### src/rtl/logic_gate_seq_unit.sv
// Registered 2-input gate unit: pairwise bitwise gate or left-to-right fold of a
// multi-beat stream, with valid/ready on both sides and a single output register.
module logic_gate_seq_unit #(
  parameter  int WIDTH     = 8,
  parameter  int MAX_BEATS = 16,
  localparam int CNTW      = $clog2(MAX_BEATS + 1)
) (
  input  logic             clk,
  input  logic             rst,
  input  logic             in_valid,
  output logic             in_ready,
  input  logic [2:0]       op,
  input  logic             mode,
  input  logic [WIDTH-1:0] a,
  input  logic [WIDTH-1:0] b,
  input  logic             in_last,
  output logic             out_valid,
  input  logic             out_ready,
  output logic [WIDTH-1:0] y,
  output logic             y_zero,
  output logic             y_parity,
  output logic             err,
  output logic [CNTW-1:0]  beats
);

  typedef enum logic [1:0] {IDLE, FOLD, HOLD} state_t;

  state_t           r_state;
  logic [WIDTH-1:0] r_acc;
  logic [2:0]       r_op;
  logic [CNTW-1:0]  r_cnt;
  logic             r_ovf;

  logic             w_in_fire;
  logic             w_op_rsvd;
  logic             w_fold_rsvd;
  logic             w_cnt_max;
  logic [CNTW-1:0]  w_cnt_inc;
  logic [WIDTH-1:0] w_start_y;
  logic [WIDTH-1:0] w_fold_acc;
  logic [WIDTH-1:0] w_fold_y;

  function automatic logic [WIDTH-1:0] f_gate(input logic [2:0] g,
                                              input logic [WIDTH-1:0] x,
                                              input logic [WIDTH-1:0] z);
    case (g)
      3'd0:    return x & z;
      3'd1:    return ~(x & z);
      3'd2:    return ~(x | z);
      3'd3:    return x | z;
      3'd4:    return ~(x ^ z);
      3'd5:    return x ^ z;
      default: return '0;
    endcase
  endfunction

  // The only combinational input-to-output path: HOLD passes out_ready through.
  assign in_ready    = !rst && ((r_state != HOLD) || out_ready);
  assign w_in_fire   = in_valid && in_ready;
  assign w_op_rsvd   = op[2] & op[1];
  assign w_fold_rsvd = r_op[2] & r_op[1];
  assign w_cnt_max   = (r_cnt == CNTW'(MAX_BEATS));
  assign w_cnt_inc   = w_cnt_max ? r_cnt : r_cnt + CNTW'(1);
  assign w_start_y   = mode ? (w_op_rsvd ? '0 : a) : f_gate(op, a, b);
  assign w_fold_acc  = f_gate(r_op, r_acc, a);
  assign w_fold_y    = w_fold_rsvd ? '0 : w_fold_acc;

  // NOTE: all state below uses non-blocking assignments so every register
  // samples pre-edge values; blocking here would create order-dependent races.
  always_ff @(posedge clk or posedge rst) begin
    if (rst) begin
      r_state   <= IDLE;
      r_acc     <= '0;
      r_op      <= '0;
      r_cnt     <= '0;
      r_ovf     <= 1'b0;
      out_valid <= 1'b0;
      y         <= '0;
      y_zero    <= 1'b1;
      y_parity  <= 1'b0;
      err       <= 1'b0;
      beats     <= '0;
    end else begin
      case (r_state)
        IDLE, HOLD: begin
          if (r_state == HOLD && out_ready && !in_valid) begin
            out_valid <= 1'b0;
            r_state   <= IDLE;
          end
          if (w_in_fire) begin
            if (!mode || in_last) begin
              y         <= w_start_y;
              y_zero    <= ~|w_start_y;
              y_parity  <= ^w_start_y;
              err       <= w_op_rsvd;
              beats     <= CNTW'(1);
              out_valid <= 1'b1;
              r_state   <= HOLD;
            end else begin
              r_acc     <= a;
              r_op      <= op;
              r_cnt     <= CNTW'(1);
              r_ovf     <= 1'b0;
              out_valid <= 1'b0;
              r_state   <= FOLD;
            end
          end
        end
        FOLD: begin
          if (w_in_fire) begin
            r_acc <= w_fold_acc;
            r_cnt <= w_cnt_inc;
            if (w_cnt_max) r_ovf <= 1'b1;
            if (in_last) begin
              y         <= w_fold_y;
              y_zero    <= ~|w_fold_y;
              y_parity  <= ^w_fold_y;
              err       <= w_fold_rsvd | r_ovf | w_cnt_max;
              beats     <= w_cnt_inc;
              out_valid <= 1'b1;
              r_state   <= HOLD;
            end
          end
        end
        default: r_state <= IDLE;
      endcase
    end
  end

endmodule
### config.mk
export PLATFORM = sky130hd
export DESIGN_NAME = logic_gate_seq_unit
export DESIGN_NICKNAME = d
export VERILOG_FILES = /design/src/rtl/logic_gate_seq_unit.sv
export SDC_FILE = /design/constraint.sdc
export NUM_CORES = 1
export LEC_CHECK = 0
export BUFFER_PORTS_ARGS = -buffer_cell sky130_fd_sc_hd__buf_4
export CORE_AREA = 5 5 80 82
export DETAILED_ROUTE_END_ITERATION = 6
export DIE_AREA = 0 0 85 87
export PLACE_DENSITY_LB_ADDON = 0.1
export REMOVE_ABC_BUFFERS = 1
export SLEW_MARGIN = 20
export SYNTH_ARGS = -nofsm -noshare
export SYNTH_HDL_FRONTEND = slang
export SYNTH_SLANG_ARGS = --single-unit
### constraint.sdc
create_clock -name clk -period 3.7 [get_ports clk]
set_input_delay 0 -clock clk [delete_from_list [all_inputs] [get_ports clk]]
set_output_delay 0 -clock clk [all_outputs]
set_load 0.01 [all_outputs]
==> summary.txt, run 1 <==
Status
  • Status: complete, no violations

Worst setup path
  • Reg2reg start: r_op[0]
  • Req. time, crit path: 3840 ps
  • R2R Setup Slk: 860 ps
  • Crit-path max FO: 17
  • Critical Path Start Type: register
  • R2R cell count: 10
  • Critical Path End: y_parity
  • Crit path arrival time: 2980 ps
  • Launch point of the worst path: r_op[0]
  • RR Endpoint: y_parity
  • Setup Crit Path Kind: register to register
  • CP Capture Type: register

Floorplanning
  • Area of the die: 7395 sq um
  • Die Ht: 87 um
  • IO Pins: 43
  • Core area: 5675 sq um
  • # rows: 28
  • Initial core utilization: 57.25%
  • Die width: 85 um

Finish
  • Layout cells sized above 1: 16.24%
  • Non-Filler Instances: 469
  • Final-stage net count: 460
  • Antenna cells: 0
  • P&R area growth vs syn: 12.55%
  • Design area: 3657 sq um

Clock tree
  • CTS Buffer Depth: 2
  • Post-CTS Setup Bufs: 0
  • # hold bufs at CTS: 1
  • Clk slew on worst S/H paths: 80 ps
  • Num CTS Buffers: 5
  • Clk_lat worst skew: 290 ps
  • Resized Gates After CTS: 0
  • CTS tree: built
  • Root buffer cell: clkbuf_8
  • CTS Sinks: 36
  • CTS H-tree lvls: 2

Routing
  • DRT Wirelength: 7191 um
  • Post-Route M1 WL: 3172 um
  • First DRT Iteration DRCs: 132
  • Routed met2 length: 3612 um
  • First-pass iteration count of the detailed router: 4
  • Top sig layer: met4
  • Routed Antenna Nets: 0
  • DRC: 0
  • Routed vias/inst: 5.640
  • Metal3 WL: 290 um
  • Wire per inst: 15.33 um
  • Vias post-DR: 2645

Logic synthesis
  • Seq/Total Area, Yosys: 27.76%
  • Warnings from Yosys: 0
  • Post-synthesis adder-cell area fraction: 16.17%
  • Simple-Gate Fraction of Synth Area: 12.98%
  • Largest family of logic cells by synthesized area: compound AO/OA/AOI/OAI gates
  • Post-synth ARST share: 100.0%
  • Mux cell area share after synthesis: 2.965%
  • Main synth FF type: dfrtp_1
  • Synth Area per Inst: 8.927 sq um
  • Post-synth EDFFs: 0
  • Seq cells post-synth: 36
  • Synthesized cell area: 3249 sq um
  • Yosys top cell area share: 26.95%
  • Mapped Cells: 364
  • Xor and xnor fraction of the mapped netlist area: 14.56%
  • Post-synth cell types: 47
  • Post-synth top cells: 42 x ha_1, 35 x dfrtp_1, 32 x nor2_1
  • Compound-Gate Fraction of Synth Area: 17.87%
  • Synth area leaders: dfrtp_1 27%, ha_1 16%, xor2_1 8.4%, xnor2_1 6.2%, nor2_1 3.7%
  • Most common cell in the netlist: ha_1
  • Area leader, netlist: dfrtp_1

GRT
  • All-Layer GR Usage: 20.43%
  • Vias in the first global route: 2653
  • Largest net degree at the start of global routing: 40
  • Global-route wire length before repair: 12230 um
  • Grt ovf: 0
  • Initial antenna violation count: 0

STA
  • Skew final: 5.602 ps
  • RSZ-0062 raised after global routing: false
  • Final slew viol count: 0
  • Final setup fails: 0
  • TNS Setup: 0 ps
  • FMAX: 352.1 MHz
  • Final min period: 2840 ps
  • Fin crit share: 76.77%
  • Actual slew at the worst max-slew pin: 1011 ps
  • Final count of hold timing violations: 0
  • Slew headroom: 32.33%
  • Hold slack final: 47.75 ps

Power
  • Maximum vdd ir drop: 0.2945 mV
  • Switching power: 0.7338 mW
  • Sw Share: 39.13%
  • Share of power burned in registers: 31.4%
  • Clock Power Share: 15.9%
  • Pwr Total: 1.875 mW
  • Logic pwr share: 52.7%
  • Internal Power: 1.141 mW
  • PD cells: 512.7 nW/um^2
  • Static leakage: 1.857 nW

Placed design
  • Placer Congestion: 0.8292
  • DP Area: 3553 sq um
  • Placed cell count: 460
  • Placed wire-length estimate: 5338 um
  • Port Buf Inserts: 42

Job
  • Max-Cap Viols: 0

Hold path
  • HP Class: input port to register
flip-flops by register name (all words and copies together) (netlist names):
register	cells
r_state	2
r_ovf	1
err	1
y_zero	1
out_valid	1
y_parity	1
r_acc	8
r_op	3
r_cnt	5
beats	5
y	8
routing by layer:
metal	vias to the layer above	track usage (%)
met1	1275	25.16
met5	-	0
met2	58	35.66
met3	12	3.974
met4	0	7.050
li1	1300	-
worst max-delay path, stage by stage (launching register included):
cell      delay [ps]
dfrtp_1          840
buf_4            320
xnor2_1          140
nor2_1            60
a221oi_1         390
ha_1             330
xnor2_1          170
xnor2_1          140
nor2_1            60
a21oi_1          140
o21ai_0           80
per-stage QoR:
step / utilization [%] / setup WS [ps]
after floorplan: - / 893.2
after global placement: 62.61 / 981.3
after detailed placement: 62.61 / 863.7
after CTS: 64.44 / 876.2
after global routing: 64.44 / 686.6
final: 64.44 / 859.6
layout make-up:
type,count,area [sq um]
well taps,75,93.84
flip-flops and latches,36,902.1
clock buffers,7,86.33
clock inverters,1,7.507
multi-input cells,273,2100
inverters,30,112.6
fillers,526,2018
repair buffers,47,355.3
cell families (layout without fill, tap and decap cells):
logic type,Yosys count,in the layout
simple gates,88,88
buf+inv,55,85
flops,36,36
fa+ha+maj,42,42
compound gates,80,80
mux,9,9
xor+xnor,54,54
worst min path at each step:
stage | start | to | slack (ps) | depth (start not counted)
final | in_valid | r_state[1] | 50 | 3
after global routing | in_valid | r_state[1] | 60 | 3
after CTS | in_valid | r_state[1] | 50 | 3
after detailed placement | rst | out_valid | 30 | 2
after global placement | rst | r_acc[7] | 30 | 2
after floorplan | op[0] | r_op[0] | 150 | 1
cells in the final DEF (no fill, tap or decap), types with 2 or more instances in the layout:
| master | count |
|---|---|
| buf_4 | 46 |
| ha_1 | 42 |
| dfrtp_1 | 35 |
| nor2_1 | 32 |
| xor2_1 | 31 |
| inv_1 | 29 |
| xnor2_1 | 23 |
| nand2_1 | 16 |
| a21o_1 | 15 |
| nor3_1 | 14 |
| o21ai_0 | 12 |
| a211o_1 | 12 |
| a211oi_1 | 8 |
| a221oi_1 | 7 |
| a21oi_1 | 6 |
| o22ai_1 | 6 |
| clkbuf_8 | 6 |
| nand2b_1 | 5 |
| mux2_2 | 5 |
| nor2b_1 | 4 |
| mux2i_1 | 4 |
| nand3_1 | 3 |
| o31ai_1 | 3 |
| nand4_1 | 2 |
| o211ai_1 | 2 |
| or3_1 | 2 |
| and2_1 | 2 |
| o21ai_1 | 2 |
power by group through the flow:
| stage | clock network, mW | logic (mW) | registers (mW) |
|---|---|---|---|
| after detailed placement | 0 | 0.994 | 0.596 |
| after CTS | 0.306 | 1.00 | 0.588 |
| after global placement | 0 | 0.963 | 0.591 |
| final | 0.297 | 0.989 | 0.589 |
| after global routing | 0.325 | 1.11 | 0.604 |
| after floorplan | 0 | 0.698 | 0.607 |
No activity file was read; power rests on OpenSTA's default activity.
==> run 2: changes to the inputs <==
Settings changed: CORE_AREA 5 5 80 82 to 5 5 85 87, DIE_AREA 0 0 85 87 to 0 0 90 92.
Clock period 3.7 ns to 2.52 ns, I/O delays scaled along.
==> summary.txt, run 2 (same netlist as run 1, synthesis figures left out) <==
Routing
  • Routed vias/inst: 5.500 (-2.5%)
  • Post-Route M1 WL: 3625 um (+14%)
  • Routed Antenna Nets: 0 (unchanged)
  • Wire per inst: 16.06 um (+4.8%)
  • Vias post-DR: 2651 (+0.23%)
  • DRC: 0 (unchanged)
  • Top sig layer: met4
  • Routed met2 length: 3762 um (+4.2%)
  • DRT Wirelength: 7742 um (+7.7%)
  • First-pass iteration count of the detailed router: 4 (unchanged)
  • First DRT Iteration DRCs: 129 (-2.3%)
  • Metal3 WL: 244 um (-16%)

Clock tree
  • Root buffer cell: clkbuf_8
  • Num CTS Buffers: 5 (unchanged)
  • CTS Sinks: 36 (unchanged)
  • Post-CTS Setup Bufs: 0 (unchanged)
  • CTS Buffer Depth: 2 (unchanged)
  • Clk_lat worst skew: 290 ps (about the same)
  • CTS tree: built
  • Clk slew on worst S/H paths: 80 ps (about the same)
  • CTS H-tree lvls: 2 (unchanged)

GRT
  • Initial antenna violation count: 0 (unchanged)
  • All-Layer GR Usage: 19.24% (-1.2 points)
  • Global-route wire length before repair: 13250 um (+8.4%)
  • Vias in the first global route: 2770 (+4.4%)
  • Largest net degree at the start of global routing: 33 (-18%)
  • Grt ovf: 0 (unchanged)

Worst setup path
  • Critical Path Start Type: register
  • Critical path's most frequent cell: xnor2_1
  • Critical-path top delay cell: a221oi_1
  • Crit-path max FO: 3 (-14)
  • Setup Crit Path Kind: register to register
  • Crit-path max cell delay: 400 ps (-440 ps)
  • Worst path cell trace: inv_1 -> ha_1 -> xnor2_1 -> a221oi_1 -> ha_1 -> xnor2_1 -> xnor2_1 -> nor2_1 -> a21oi_1 -> o21ai_0
  • Req. time, crit path: 2650 ps (-1190 ps)
  • CP Capture Type: register
  • R2R Setup Slk: 180 ps (-680 ps)
  • Crit path arrival time: 2480 ps (-500 ps)

Floorplanning
  • Initial core utilization: 51.76% (-5.5 points)
  • IO Pins: 43 (unchanged)
  • Area of the die: 8280 sq um (+12%)
  • # rows: 29 (+3.6%)
  • Die Ht: 92 um (+5.7%)
  • Die width: 90 um (+5.9%)
  • Core area: 6277 sq um (+11%)

Power
  • Pwr Total: 2.952 mW (+57%)
  • PD cells: 782.1 nW/um^2 (+53%)
  • Maximum vdd ir drop: 0.4770 mV (+62%)
  • Static leakage: 1.918 nW (+3.3%)

STA
  • Final min period: 2344 ps (-496.2 ps)
  • Final setup fails: 0 (unchanged)
  • RSZ-0062 raised after global routing: false
  • Final slew viol count: 0 (unchanged)
  • Actual slew at the worst max-slew pin: 871.1 ps (-140.1 ps)
  • Final count of hold timing violations: 0 (unchanged)
  • FMAX: 426.6 MHz (+21%)
  • Slew headroom: 41.71% (+9.4 points)
  • Skew final: 7.447 ps (+1.845 ps)
  • Fin crit share: 93.02% (+16 points)

Job
  • Max-Cap Viols: 0 (unchanged)

Finish
  • Non-Filler Instances: 482 (+2.8%)
  • Layout cells sized above 1: 19.75% (+3.5 points)
  • Commonest non-fill, non-tap cell in the layout: buf_4
  • Design area: 3775 sq um (+3.2%)
  • P&R area growth vs syn: 16.17%
  • Fillers: 604 (+15%)
  • Final-stage net count: 471 (+2.4%)
  • Commonest non-fill, non-tap cells in the layout: 56 x buf_4, 42 x ha_1, 35 x dfrtp_1
  • Antenna cells: 0 (unchanged)
  • Top flop regs: r_acc x8, y x8

Status
  • Status: complete, no violations

Placed design
  • Placed wire-length estimate: 5662 um (+6.1%)
  • Placer Congestion: 0.8158 (-1.6%)
  • DP Area: 3638 sq um (+2.4%)
  • Port Buf Inserts: 42 (unchanged)
  • Placed cell count: 473 (+2.8%)

Hold path
  • HP Class: input port to register
run 2: routing by layer:
metal / vias up / GRT usage, %
met3: 11 / 2.864
met4: 0 / 5.583
met1: 1272 / 24.92
li1: 1322 / -
met5: - / 0
met2: 46 / 33.29
run 2: per-stage QoR:
stage / util (%) / TNS (ps) / setup slack (ps) / hold slack, ps
finish: 60.14 / 0 / 175.8 / 31.13
global route: 60.14 / 0 / 10.05 / 55.52
CTS: 59.48 / 0 / 164.7 / 23.01
detailed placement: 57.96 / 0 / 193.1 / 213.0
global placement: 57.96 / 0 / 274.2 / 205.5
floorplan: - / -2042 / -286.8 / 151.7
run 2: final timing paths:
kind / start / endpoint / depth (start not counted)
setup / recovery: r_acc[3] / y_parity / 10
hold / removal: in_last / r_state[0] / 3
setup reg to reg: r_acc[3] / y_parity / 10
hold reg to reg: y_zero / y_zero / 2
max in group asynchronous: rst / y_zero / 4
min in group asynchronous: rst / y[7] / 3
run 2: final cells by class:
| class | count | area, sq um | area share (%) |
|---|---|---|---|
| Clock buffer | 7 | 76.32 | 2.022 |
| Clock inverter | 1 | 8.758 | 0.2320 |
| Inverter | 30 | 112.6 | 2.983 |
| Multi-Input combinational cell | 273 | 2137 | 56.61 |
| Sequential cell | 36 | 902.1 | 23.90 |
| Tap cell | 77 | 96.34 | 2.552 |
| Timing Repair Buffer | 58 | 441.7 | 11.70 |
run 2: critical path, delay by kind of cell, from the launching register on:
family	cells	cell delay, ps
xor+xnor	3	470
fa+ha+maj	2	590
buf+inv	1	50
simple gates	1	50
compound gates	3	630
flops	1	390
run 2: what timing repair did:
| item | CTS | global route |
|---|---|---|
| endpoints found under the setup margin | 0 | 1 |
| endpoints found under the hold margin | 17 | 0 |
| gates resized for setup | 0 | 7 |
| hold buffers | 1 | 0 |
run 2: power by group:
| group | internal (mW) | total (mW) | switching, mW | leakage, nW |
|---|---|---|---|---|
| clock | 0.198 | 0.424 | 0.226 | 0.0424 |
| sequential | 0.722 | 0.833 | 0.111 | 0.457 |
| combinational | 0.867 | 1.69 | 0.828 | 1.42 |
| total | 1.79 | 2.95 | 1.17 | 1.92 |
